[src/rtl/iq_sample_packer.sv]
// Decimates 3-bit I/Q samples, packs five pairs plus a 2-bit sequence tag per 32-bit word,
// and streams words out through a FIFO. Define IQ_PACKER_TEST_PATTERN_EN to pack a counter instead.
module iq_sample_packer #(
  parameter int FIFO_DEPTH = 16,
  parameter int DECIM_W    = 8
) (
  input  logic                          clk,
  input  logic                          rstn,
  input  logic                          enable,
  input  logic [DECIM_W-1:0]            decim,
  input  logic [2:0]                    real_in,
  input  logic [2:0]                    imag_in,
  output logic [31:0]                   m_tdata,
  output logic                          m_tvalid,
  input  logic                          m_tready,
  output logic [15:0]                   overflow_count,
  output logic [$clog2(FIFO_DEPTH):0]   fifo_level
);

  localparam int AW = $clog2(FIFO_DEPTH);
  localparam int LW = AW + 1;

  logic [DECIM_W-1:0] dcnt;
  logic [2:0]         pidx;
  logic [23:0]        partial;
  logic [1:0]         seq;
  logic               push_pend;
  logic [31:0]        push_word;
  logic [5:0]         sample;
  logic               take;

  logic [31:0]        mem [FIFO_DEPTH];
  logic [AW-1:0]      wr_ptr;
  logic [AW-1:0]      rd_ptr;
  logic [LW-1:0]      count;
  logic               full;
  logic               pop;
  logic               accept;
  logic               drop;

  assign take = enable && (dcnt == '0);

`ifdef IQ_PACKER_TEST_PATTERN_EN
  logic [5:0] tp_cnt;

  always_ff @(posedge clk) begin
    if (!rstn || !enable) tp_cnt <= '0;
    else if (take)        tp_cnt <= tp_cnt + 6'd1;
  end

  assign sample = tp_cnt;
`else
  assign sample = {real_in, imag_in};
`endif

  // Samples shift in from the top, so after four shifts sample 0 sits in bits [5:0]
  // and the fifth sample completes the word without any indexed writes.
  always_ff @(posedge clk) begin
    if (!rstn) begin
      dcnt      <= '0;
      pidx      <= '0;
      partial   <= '0;
      seq       <= '0;
      push_pend <= 1'b0;
      push_word <= '0;
    end else begin
      // NOTE: non-blocking assignments here so every register sees pre-edge values of the others.
      push_pend <= 1'b0;
      if (!enable) begin
        dcnt    <= '0;
        pidx    <= '0;
        partial <= '0;
      end else begin
        dcnt <= (dcnt >= decim) ? '0 : dcnt + 1'b1;
        if (take) begin
          if (pidx == 3'd4) begin
            push_word <= {seq, sample, partial};
            push_pend <= 1'b1;
            seq       <= seq + 2'd1;
            pidx      <= '0;
            partial   <= '0;
          end else begin
            partial <= {sample, partial[23:6]};
            pidx    <= pidx + 3'd1;
          end
        end
      end
    end
  end

  assign full   = (count == LW'(FIFO_DEPTH));
  assign pop    = m_tvalid && m_tready;
  assign accept = push_pend && (!full || pop);
  assign drop   = push_pend && full && !pop;

  // NOTE: the storage array has no reset; occupancy is tracked by count, so stale entries are never visible.
  always_ff @(posedge clk) begin
    if (accept) mem[wr_ptr] <= push_word;
  end

  always_ff @(posedge clk) begin
    if (!rstn) begin
      wr_ptr         <= '0;
      rd_ptr         <= '0;
      count          <= '0;
      overflow_count <= '0;
    end else begin
      if (accept) wr_ptr <= wr_ptr + 1'b1;
      if (pop)    rd_ptr <= rd_ptr + 1'b1;
      count <= count + LW'(accept) - LW'(pop);
      if (drop && overflow_count != 16'hFFFF) overflow_count <= overflow_count + 16'd1;
    end
  end

  assign m_tvalid   = (count != '0);
  assign m_tdata    = m_tvalid ? mem[rd_ptr] : '0;
  assign fifo_level = count;

endmodule

[config.mk]
export PLATFORM = sky130hd
export DESIGN_NAME = iq_sample_packer
export DESIGN_NICKNAME = d
export VERILOG_FILES = /design/src/rtl/iq_sample_packer.sv
export SDC_FILE = /design/constraint.sdc
export NUM_CORES = 1
export LEC_CHECK = 0
export BUFFER_PORTS_ARGS = -buffer_cell sky130_fd_sc_hd__buf_2
export CORE_ASPECT_RATIO = 0.9
export CORE_MARGIN = 10
export CORE_UTILIZATION = 52
export DETAILED_ROUTE_END_ITERATION = 12
export HOLD_SLACK_MARGIN = 0.12
export PLACE_DENSITY = 0.68
export REMOVE_ABC_BUFFERS = 1
export SYNTH_ARGS = -nofsm -noshare
export SYNTH_HDL_FRONTEND = slang
export SYNTH_SLANG_ARGS = --single-unit
export TNS_END_PERCENT = 20
[constraint.sdc]
create_clock -name clk -period 8.85 [get_ports clk]
set_clock_uncertainty 0.15 [all_clocks]
set_input_delay 1.77 -clock clk [delete_from_list [all_inputs] [get_ports clk]]
set_output_delay 1.77 -clock clk [all_outputs]
set_load 0.02 [all_outputs]
==> results.py <==
metrics = {
    "run_status": {
        "status": "complete, no violations",
    },
    "pwr": {
        "pwr-share-seq_pct": 46.0,
        "pwr-share-comb_pct": 17.2,
        "p_int_mw": 5.07,
        "p_sw_share_pct": 26.4,
        "powerDensity_nw_per_um2": 256,
        "p_sw_mw": 1.82,
        "clkPwrFrac_pct": 36.8,
        "power.leakage_nw": 7.63,
        "ir_drop_mv": 0.208,
    },
    "logic_synthesis": {
        "syn_inst": 1325,
        "yosys_warnings": 0,
        "synth_area_leaders": "edfxtp_1 (65%), mux4_2 (12%), dfxtp_1 (8.7%), mux2i_1 (2.8%), nand2_1 (2.1%)",
        "synth_top_area_cell": "edfxtp_1",
        "syn-cell-area_sq_um": 23800,
        "synth-seq-cells": 615,
        "avgSynthCellArea_sq_um": 18.0,
        "ys_types": 50,
        "synth_top_area_share_pct": 64.6,
        "ys_seq_area_share_pct": 73.2,
    },
    "floorplanning": {
        "io_pins": 72,
        "die_area_sq_um": 54800,
        "start_util_pct": 52.5,
        "dieWidth_microns": 246,
        "coreArea_sq_um": 45400,
        "rows": 74,
        "die_y_microns": 223,
    },
    "clock_tree": {
        "clk_pin_slew_ps": 60,
        "cts_buffers": 60,
        "cts_root_buffer": "clkbuf_16",
        "cts.sinks": 615,
        "cts_tree": "built",
        "hold_buffers": 0,
        "cts_setup_buffers": 0,
        "clk_latency_ps": 620,
        "cts_resized": 0,
        "cts-htree-levels": 2,
        "clockBufferDepth": 3,
    },
    "sta": {
        "min_period_ps": 5540,
        "finalSetupViolCount": 0,
        "period_share_pct": 62.7,
        "slew_violations": 0,
        "hold_viol_final": 0,
        "whs_ps": 309,
        "max_freq_mhz": 180,
        "slew_headroom_pct": 21.7,
        "rsz0062_at_grt": "false",
        "worstMarginPinSlew_ps": 1170,
        "tns_ps": 0,
    },
    "cells_and_area": {
        "areaGrowthSynthToFinish_pct": 13.1,
        "register_area_sq_um": 17400,
        "multiInputGateArea_sq_um": 6080,
        "fillers": 3389,
        "nets": 1456,
        "n_antenna_cell": 0,
        "layout-drive-gt1-share_pct": 23.7,
        "finalNonFillerCells": 2073,
    },
    "detailed_routing": {
        "wl_microns": 51200,
        "via_per_inst": 5.90,
        "dr_total_vias": 12235,
        "drt_iter0_drc": 1161,
        "drtPass1Iterations": 5,
        "antenna_left": 0,
        "wl_per_cell_microns": 24.7,
        "drc": 0,
    },
    "place": {
        "dp.cells": 1959,
        "gp_congestion": 0.766,
        "hpwl_microns": 25200,
        "portBuffers": 71,
    },
    "global_routing": {
        "grt-ovfl-total": 0,
        "antenna_found_initial": 0,
        "grt_use_total_pct": 18.8,
        "grt_pass1_wl_microns": 77600,
        "grt_start_max_net_pins": 117,
        "grt_pass1_vias": 12737,
    },
    "setup_path": {
        "worstPathRequired_ps": 6930,
        "worstRegToRegCells": 14,
        "critical_path_arrival_ps": 3620,
        "crit_fanout": 76,
        "endpoint_kind": "output port",
        "cp-start-kind": "flip-flop",
        "setup.worst_path.class": "flip-flop to output port",
    },
    "hold_path": {
        "min_path_cells": 2,
        "min_path_type": "flip-flop to flip-flop",
    },
    "job": {
        "drv_cap": 0,
    },
}
[cell families after synthesis]
| kind of cell | synth area share, % |
|---|---|
| simple gates | 4.68 |
| fa+ha+maj | 1.34 |
| buf+inv | 1.74 |
| mux | 14.9 |
| flops | 73.2 |
| compound gates | 3.53 |
| xor+xnor | 0.625 |
[stage by stage]
| stage | power [mW] | area (sq um) | util, % | setup slack (ps) |
|---|---|---|---|---|
| detailed placement | 4.44 | 24900 | 55.0 | 3900 |
| finish | 6.89 | 26900 | 59.4 | 3310 |
| CTS | 6.97 | 26900 | 59.4 | 3170 |
| global placement | 4.43 | 24900 | 55.0 | 3900 |
| floorplan | 4.13 | 23500 | - | 487 |
| global route | 7.16 | 26900 | 59.4 | 3110 |
[worst paths after layout]
check | from | end | slack (ps)
max | flip-flop | m_tdata[13] | 3310
min | partial[5]$_SDFFE_PN0P_ | partial[5]$_SDFFE_PN0P_ | 310
max reg2reg | fifo_level[2]$_SDFF_PN0_ | fifo_level[4]$_SDFF_PN0_ | 5540
min reg2reg | partial[5]$_SDFFE_PN0P_ | partial[5]$_SDFFE_PN0P_ | 310
[placed cells by master (no fill, tap or decap), types with 4 or more instances in the layout]
| master | count |
|---|---|
| nand3_1 | 15 |
| or4_1 | 10 |
| nor2_1 | 13 |
| xor2_1 | 10 |
| nand4_1 | 5 |
| clkinv_1 | 11 |
| clkinv_2 | 17 |
| o22ai_1 | 32 |
| nor2_4 | 12 |
| mux4_2 | 128 |
| o21ai_0 | 5 |
| nand2b_1 | 7 |
| inv_1 | 26 |
| nand2_1 | 133 |
| a21oi_1 | 76 |
| buf_2 | 71 |
| xnor2_1 | 7 |
| clkbuf_1 | 10 |
| nor3_2 | 4 |
| and3_1 | 5 |
| dfxtp_1 | 100 |
| ha_1 | 24 |
| bufinv_16 | 5 |
| nor3_1 | 4 |
| clkbuf_8 | 4 |
| clkbuf_16 | 62 |
| and4_1 | 5 |
| and2_1 | 4 |
| edfxtp_1 | 512 |
| a211oi_1 | 8 |
| o31ai_1 | 9 |
| buf_4 | 24 |
| mux2i_1 | 66 |
[state kept, by name (all words and copies together) (netlist names), named ones only]
register / flops
dcnt: 8
fifo_level: 5
mem: 512
overflow_count: 16
partial: 24
pidx: 3
push_pend: 1
push_word: 32
rd_ptr: 4
seq: 2
wr_ptr: 4
[power by group through the flow]
stage	Sequential, mW	Clock (mW)	Combinational [mW]
3_5_place_dp	3.23	0	1.21
5_1_grt	3.17	2.70	1.29
4_1_cts	3.17	2.58	1.22
3_3_place_gp	3.23	0	1.20
2_1_floorplan	3.34	0	0.787
6_report	3.17	2.54	1.18
[cells in the mapped netlist, drive strengths merged]
cell type	n
mux2i	66
buf	40
a21oi	76
xnor2	7
a21o	3
a31o	1
or3b	1
ha	24
or4	10
or3	2
or4b	1
nor2	25
a31oi	1
nor4	3
and3b	1
nand4	7
nand2	134
nand3b	1
xor2	10
o31ai	9
nor3b	3
o211ai	1
nand3	15
o21ai	6
o311a	1
inv	27
nor3	8
and2	4
a211o	1
nand2b	8
o21a	3
edfxtp	512
and3	5
clkbuf	30
o21bai	1
o41ai	1
mux4	128
dfxtp	103
and4	5
o22ai	32
a211oi	8
fa	1
[area by class of cell]
type	count	share of cell area, %
Tap cell	608	2.82
Clock buffer	76	6.11
Clock inverter	38	1.25
Multi-Input combinational cell	613	22.6
Inverter	27	0.376
Sequential cell	615	64.8
Timing Repair Buffer	96	2.06
[worst max-delay path, stage by stage (launching register included)]
cell     delay, ps
dfxtp_4        850
buf_4          930
mux4_2         390
mux2i_1         90
o22ai_1        410
buf_2          260
[metal layers]
metal  GRT usage (%)  share of wire, %
met5               0                 0
met4            4.74               1.7
met3            4.18               7.4
met2            30.3                49
met1            25.7                42
No activity file was read; power rests on OpenSTA's default activity.
